--- src/rtl/sync_fifo_ctrl.sv ---
// Fire-driven micro-pipeline FIFO controller with an output-delay line on the last stage.
// Optional status outputs (o_count, o_err) are built when SYNC_FIFO_CTRL_STATUS_EN is defined.
module sync_fifo_ctrl #(
    parameter int unsigned DEPTH   = 3,
    parameter int unsigned OUT_DLY = 2
) (
    input  logic                         clk,
    input  logic                         rst,
    input  logic                         i_drive,
    output logic                         o_free,
    output logic                         o_ready,
    output logic                         o_driveNext,
    input  logic                         i_freeNext,
`ifdef SYNC_FIFO_CTRL_STATUS_EN
    output logic [$clog2(DEPTH+1)-1:0]   o_count,
    output logic                         o_err,
`endif
    output logic [DEPTH-1:0]             o_fire_n
);

    logic [DEPTH-1:0]   v;
    logic [DEPTH-1:0]   v_nxt;
    logic [DEPTH-1:0]   fire_nxt;
    logic               sent;
    logic               sent_nxt;
    logic [OUT_DLY-1:0] dl;
    logic [OUT_DLY-1:0] dl_nxt;
    logic               free_nxt;
    logic               accept;

    assign o_ready = !v[0];
    assign accept  = i_freeNext && v[DEPTH-1] && sent;

    // Token movement: every stage decides from registered occupancy only.
    always_comb begin
        v_nxt    = v;
        fire_nxt = '0;
        free_nxt = v[0] && !v[1];
        if (i_drive && !v[0]) begin
            v_nxt[0]    = 1'b1;
            fire_nxt[0] = 1'b1;
        end
        for (int unsigned k = 0; k < DEPTH - 1; k++) begin
            if (v[k] && !v[k+1]) begin
                v_nxt[k]      = 1'b0;
                v_nxt[k+1]    = 1'b1;
                fire_nxt[k+1] = 1'b1;
            end
        end
        if (accept) begin
            v_nxt[DEPTH-1] = 1'b0;
        end
    end

    // Delay line is fed with the next-cycle last-stage fire so its tail lines up with o_driveNext.
    always_comb begin
        dl_nxt    = dl << 1;
        dl_nxt[0] = fire_nxt[DEPTH-1];
        sent_nxt  = sent;
        if (dl[OUT_DLY-1]) begin
            sent_nxt = 1'b1;
        end
        if (accept) begin
            sent_nxt = 1'b0;
        end
    end

    always_ff @(posedge clk) begin
        if (rst) begin
            v           <= '0;
            sent        <= 1'b0;
            dl          <= '0;
            o_fire_n    <= '0;
            o_free      <= 1'b0;
            o_driveNext <= 1'b0;
        end else begin
            v           <= v_nxt;
            sent        <= sent_nxt;
            dl          <= dl_nxt;
            o_fire_n    <= fire_nxt;
            o_free      <= free_nxt;
            o_driveNext <= dl[OUT_DLY-1];
        end
    end

`ifdef SYNC_FIFO_CTRL_STATUS_EN
    localparam int unsigned CNT_W = $clog2(DEPTH + 1);

    logic [CNT_W-1:0] count_nxt;
    logic             err_nxt;

    // Count tracks the occupancy being registered; error is sticky until reset.
    always_comb begin
        count_nxt = '0;
        for (int unsigned k = 0; k < DEPTH; k++) begin
            count_nxt = count_nxt + CNT_W'(v_nxt[k]);
        end
        err_nxt = o_err || (i_drive && v[0]) || (i_freeNext && !accept);
    end

    always_ff @(posedge clk) begin
        if (rst) begin
            o_count <= '0;
            o_err   <= 1'b0;
        end else begin
            o_count <= count_nxt;
            o_err   <= err_nxt;
        end
    end
`endif

endmodule

--- config.mk ---
export PLATFORM = sky130hd
export DESIGN_NAME = sync_fifo_ctrl
export DESIGN_NICKNAME = d
export VERILOG_FILES = /design/src/rtl/sync_fifo_ctrl.sv
export SDC_FILE = /design/constraint.sdc
export NUM_CORES = 1
export LEC_CHECK = 0
export ABC_CLOCK_PERIOD_IN_PS = 800
export CAP_MARGIN = 25
export CORE_AREA = 3 3 40 42
export CTS_CLUSTER_SIZE = 20
export DETAILED_ROUTE_END_ITERATION = 6
export DIE_AREA = 0 0 43 45
export PLACE_DENSITY = 0.48
export RECOVER_POWER = 100
export SYNTH_ARGS = -nofsm -noshare
export SYNTH_HDL_FRONTEND = slang
export SYNTH_SLANG_ARGS = --single-unit
--- constraint.sdc ---
create_clock -name clk -period 0.8 [get_ports clk]
set_input_delay 0.16 -clock clk [delete_from_list [all_inputs] [get_ports clk]]
set_output_delay 0.16 -clock clk [all_outputs]
set_load 0.005 [all_outputs]
**Word level (Yosys, flattened, before mapping)**

Index checks and enable logic that the tools add are counted.

- Multiplexer cells: 3
- Reductions and logical operators: 11

Operators with widths:

| cell | count |
|---|---|
| OR reduction 2 bit | 3 |
| logical AND 1 bit | 5 |
| zero test 1 bit | 3 |
| two-way mux 1 bit | 3 |

- Input bits: 4
- Register bits after elaboration: 11
- Output and inout port bits: 6
- Logic and storage cells: 22

**Logic depth before layout (Yosys ltp)**

- Depth after elaboration: 3
- Gate-level depth with buffers: 2

**Least setup slack after synthesis**

No wires, ideal clock.

- Kind: reg-to-reg
- Start: reg v[2]
- End: reg sent
- Slack: 0.136 ns
- Path buffers: 0
- Library setup time: 0.078 ns
- Arrival time: 0.586 ns
- Period minus slack after synthesis: 0.664 ns
- Required time: 0.722 ns
- Cell stages (with the launch flop): 3
- Cell sequence: dfxtp_1 -> and3_1 -> nor3_1

- Cells in the longest elaborated chain, start to end: 3

Ends and longest elaborated chain:

| element | line | text |
|---|---|---|
| start: declaration | 21 | `logic [DEPTH-1:0] v;` |
| start signal: assignment | 77 | `v <= v_nxt;` |
| logical AND 1 bit (2 in series) | 32 | `assign accept = i_freeNext && v[DEPTH-1] && sent;` |
| OR reduction 2 bit (no line) | -- |  |
| end signal: assignment | 78 | `sent <= sent_nxt;` |
| end: declaration | 24 | `logic sent;` |

No other way between the ends.
A chain may end at the register's enable or synchronous reset.

**Worst setup path after layout**

- Start: reg v[0]
- End: out o_ready

- Cells in the longest elaborated chain, start to end: 1

Ends and longest elaborated chain:

| element | line | text |
|---|---|---|
| zero test 1 bit | 31 | `assign o_ready = !v[0];` |
| end: declaration | 11 | `output logic o_ready,` |

No other way between the ends.

==> impl_metrics.yaml <==
grt:
  grt_pass1_wl_um: 786
  grt_overflow: 0
  grt_usage_pct: 6.52
  antenna_found_initial: 0
  grt_max_degree: 10
  grt_pass1_vias: 201
cells_and_area:
  nNetsFinal: 45
  area_growth_pct: 42.5
  num_antenna_cells: 0
  layout-drive-gt1-share_pct: 35.0
  final_util_pct: 31.6
logic_synthesis:
  syn-cell-area_um2: 285
  yosysTopAreaCell: "dfxtp_1"
  avgSynthCellArea_um2: 9.84
  ys_ff_latch: 9
  synth.distinct_cells: 12
  synth.most_common_cell: "dfxtp_1"
  synth-edff-count: 0
  yosysTopAreaCellShare_pct: 63.2
  syn-num-nets: 33
  netlist_top_cells_count: "dfxtp_1, nor2_1"
  synthTopCellsByArea: "dfxtp_1, buf_4, nor2_1, nand2b_1, nor2b_1"
  yosysSeqAreaShare_pct: 63.2
  synth_cells: 29
  synth_ff_type: "dfxtp_1"
  ys_warn_count: 0
  async_flop_share_pct: 0
sta:
  max_freq_ghz: 1.13
  setup_slack_ns: -0.0829
  slew_viol_final: 0
  relSlewSlack_pct: 79.2
  final-setup-viol-count: 6
  fin_crit_sh_pct: 110
  tightest_slew_ns: 0.312
  clock_skew_ns: 0.00257
  rsz0062_at_grt: "yes"
  whs_ns: 0.247
  finalSetupTns_ns: -0.274
  finalHoldViolCount: 0
  final.min_clock_period_ns: 0.883
run:
  maxCapViolCount: 0
clock_tree:
  clk_pin_slew_ns: 0.06
  cts.sinks: 9
  holdBufCountCts: 0
  cts-root-buf: "clkbuf_4"
  cts_buffer_depth: 2
  cts_tree: "built"
  cts_buffers: 3
  htree_num_levels: 1
  clock_latency_ns: 0.26
  cts_setup_buffers: 0
die:
  io-pin-count: 10
  coreArea_um2: 1280
  initial_utilization_pct: 22.2
  die_area_um2: 1940
  rows: 13
  die_y_um: 45
  dieWidth_um: 43
placed_design:
  pre_cts_slack_ns: -0.249
  gp_congestion: 0.684
  port_buffers: 9
  hpwl_um: 351
drt:
  detail-route-antenna-nets: 0
  dr_total_vias: 218
  post_drt_wl_per_cell_um: 8.53
  drc: 0
  dr.pass1.iters: 1
  vias_per_cell: 3.96
  routed_wl_um: 469
  drt_iter0_drc: 0
setup_path:
  worstSetupPathType: "flip-flop to output pin"
  critical_path_peak_fanout: 2
  crit_arrival_ns: 0.72
  crit_path_start_kind: "flip-flop"
  r2r_cells: 3
  rr_startpoint: "v[0]"
  cp.required_ns: 0.64
  regToRegSetupSlack_ns: 0.04
  r2r-end: "v[0]"
  end_kind: "output pin"
worst_hold_path:
  whs_endpoint: "v[0]"
  hold_depth: 2
  hp-class: "input pin to flip-flop"
  hp-start: "rst"
power_and_ir_drop:
  powerDensity_nw_per_um2: 2200
  ir_drop_v: 0.000620
  power_mw: 0.894
  p_leak_nw: 0.181
status:
  violations: "setup timing"
  status: "complete, but fails checks"
[layout by cell type (no fill, tap or decap), types with 2 or more instances in the layout]
cell / count
dfxtp_1: 7
nor2_1: 4
buf_2: 4
clkbuf_4: 3
nand2_1: 2
nor3_1: 2
nor2b_1: 2
clkdlybuf4s50_1: 2
dfxtp_2: 2
buf_6: 2
[metal layers]
layer	vias up	routed length (um)	track usage, %
li1	111	-	-
met1	97	177	5.61
met2	7	225	8.08
met3	3	33	3.98
met4	0	31	10.8
met5	-	0	0
[cell families (layout without fill, tap and decap cells)]
logic type / count (synthesis) / in the layout / synth area share [%]
AO/OA/AOI/OAI: 2 / 2 / 3.51
buffers and inverters: 4 / 15 / 8.33
flip-flops: 9 / 9 / 63.2
AND/OR/NAND/NOR: 14 / 14 / 25.0
[repair_timing]
item,CTS,global route
cloned,0,0
pin swaps,0,1
gates resized for setup,28,4
endpoints found under the hold margin,0,0
endpoints found under the setup margin,6,8
[flip-flops by register name, summed over array words and instances (netlist names)]
signal       cells
o_driveNext      1
sent             1
o_fire_n         2
v                3
dl               2
[stage by stage]
step / cell area [um^2] / std cells
after floorplan: 285 / 29
after global placement: 382 / 51
after detailed placement: 382 / 51
after CTS: 388 / 55
after global routing: 407 / 55
final: 407 / 55
[how the worst max path moves through the flow]
| stage | end | cells after the start | from | slack [ns] |
|---|---|---|---|---|
| after floorplan | sent | 2 | v[2] | 0.14 |
| after global placement | dl[0] | 2 | rst | -0.25 |
| after detailed placement | dl[0] | 2 | rst | -0.25 |
| after CTS | o_ready | 2 | v[0] | -0.10 |
| after global routing | o_ready | 2 | v[0] | -0.13 |
| final | o_ready | 2 | v[0] | -0.08 |
[critical path, stage by stage (launching register included)]
cell and delay (ns):
dfxtp_2 0.32, inv_1 0.03, buf_2 0.11
[power breakdown]
| part | total [mW] | switching (mW) | internal, mW |
|---|---|---|---|
| Combinational | 0.0703 | 0.0269 | 0.0435 |
| Clock | 0.346 | 0.154 | 0.192 |
| Sequential | 0.478 | 0.0102 | 0.467 |
| Total | 0.894 | 0.192 | 0.703 |
[layout make-up]
type | count | area (um^2)
fill | 140 | 878
sequential | 9 | 183
multi-input combinational | 16 | 92.6
timing repair buffer | 10 | 82.6
clock buffer | 4 | 26.3
tap | 15 | 18.8
inverter | 1 | 3.75
(Power assumes the default switching activity.)
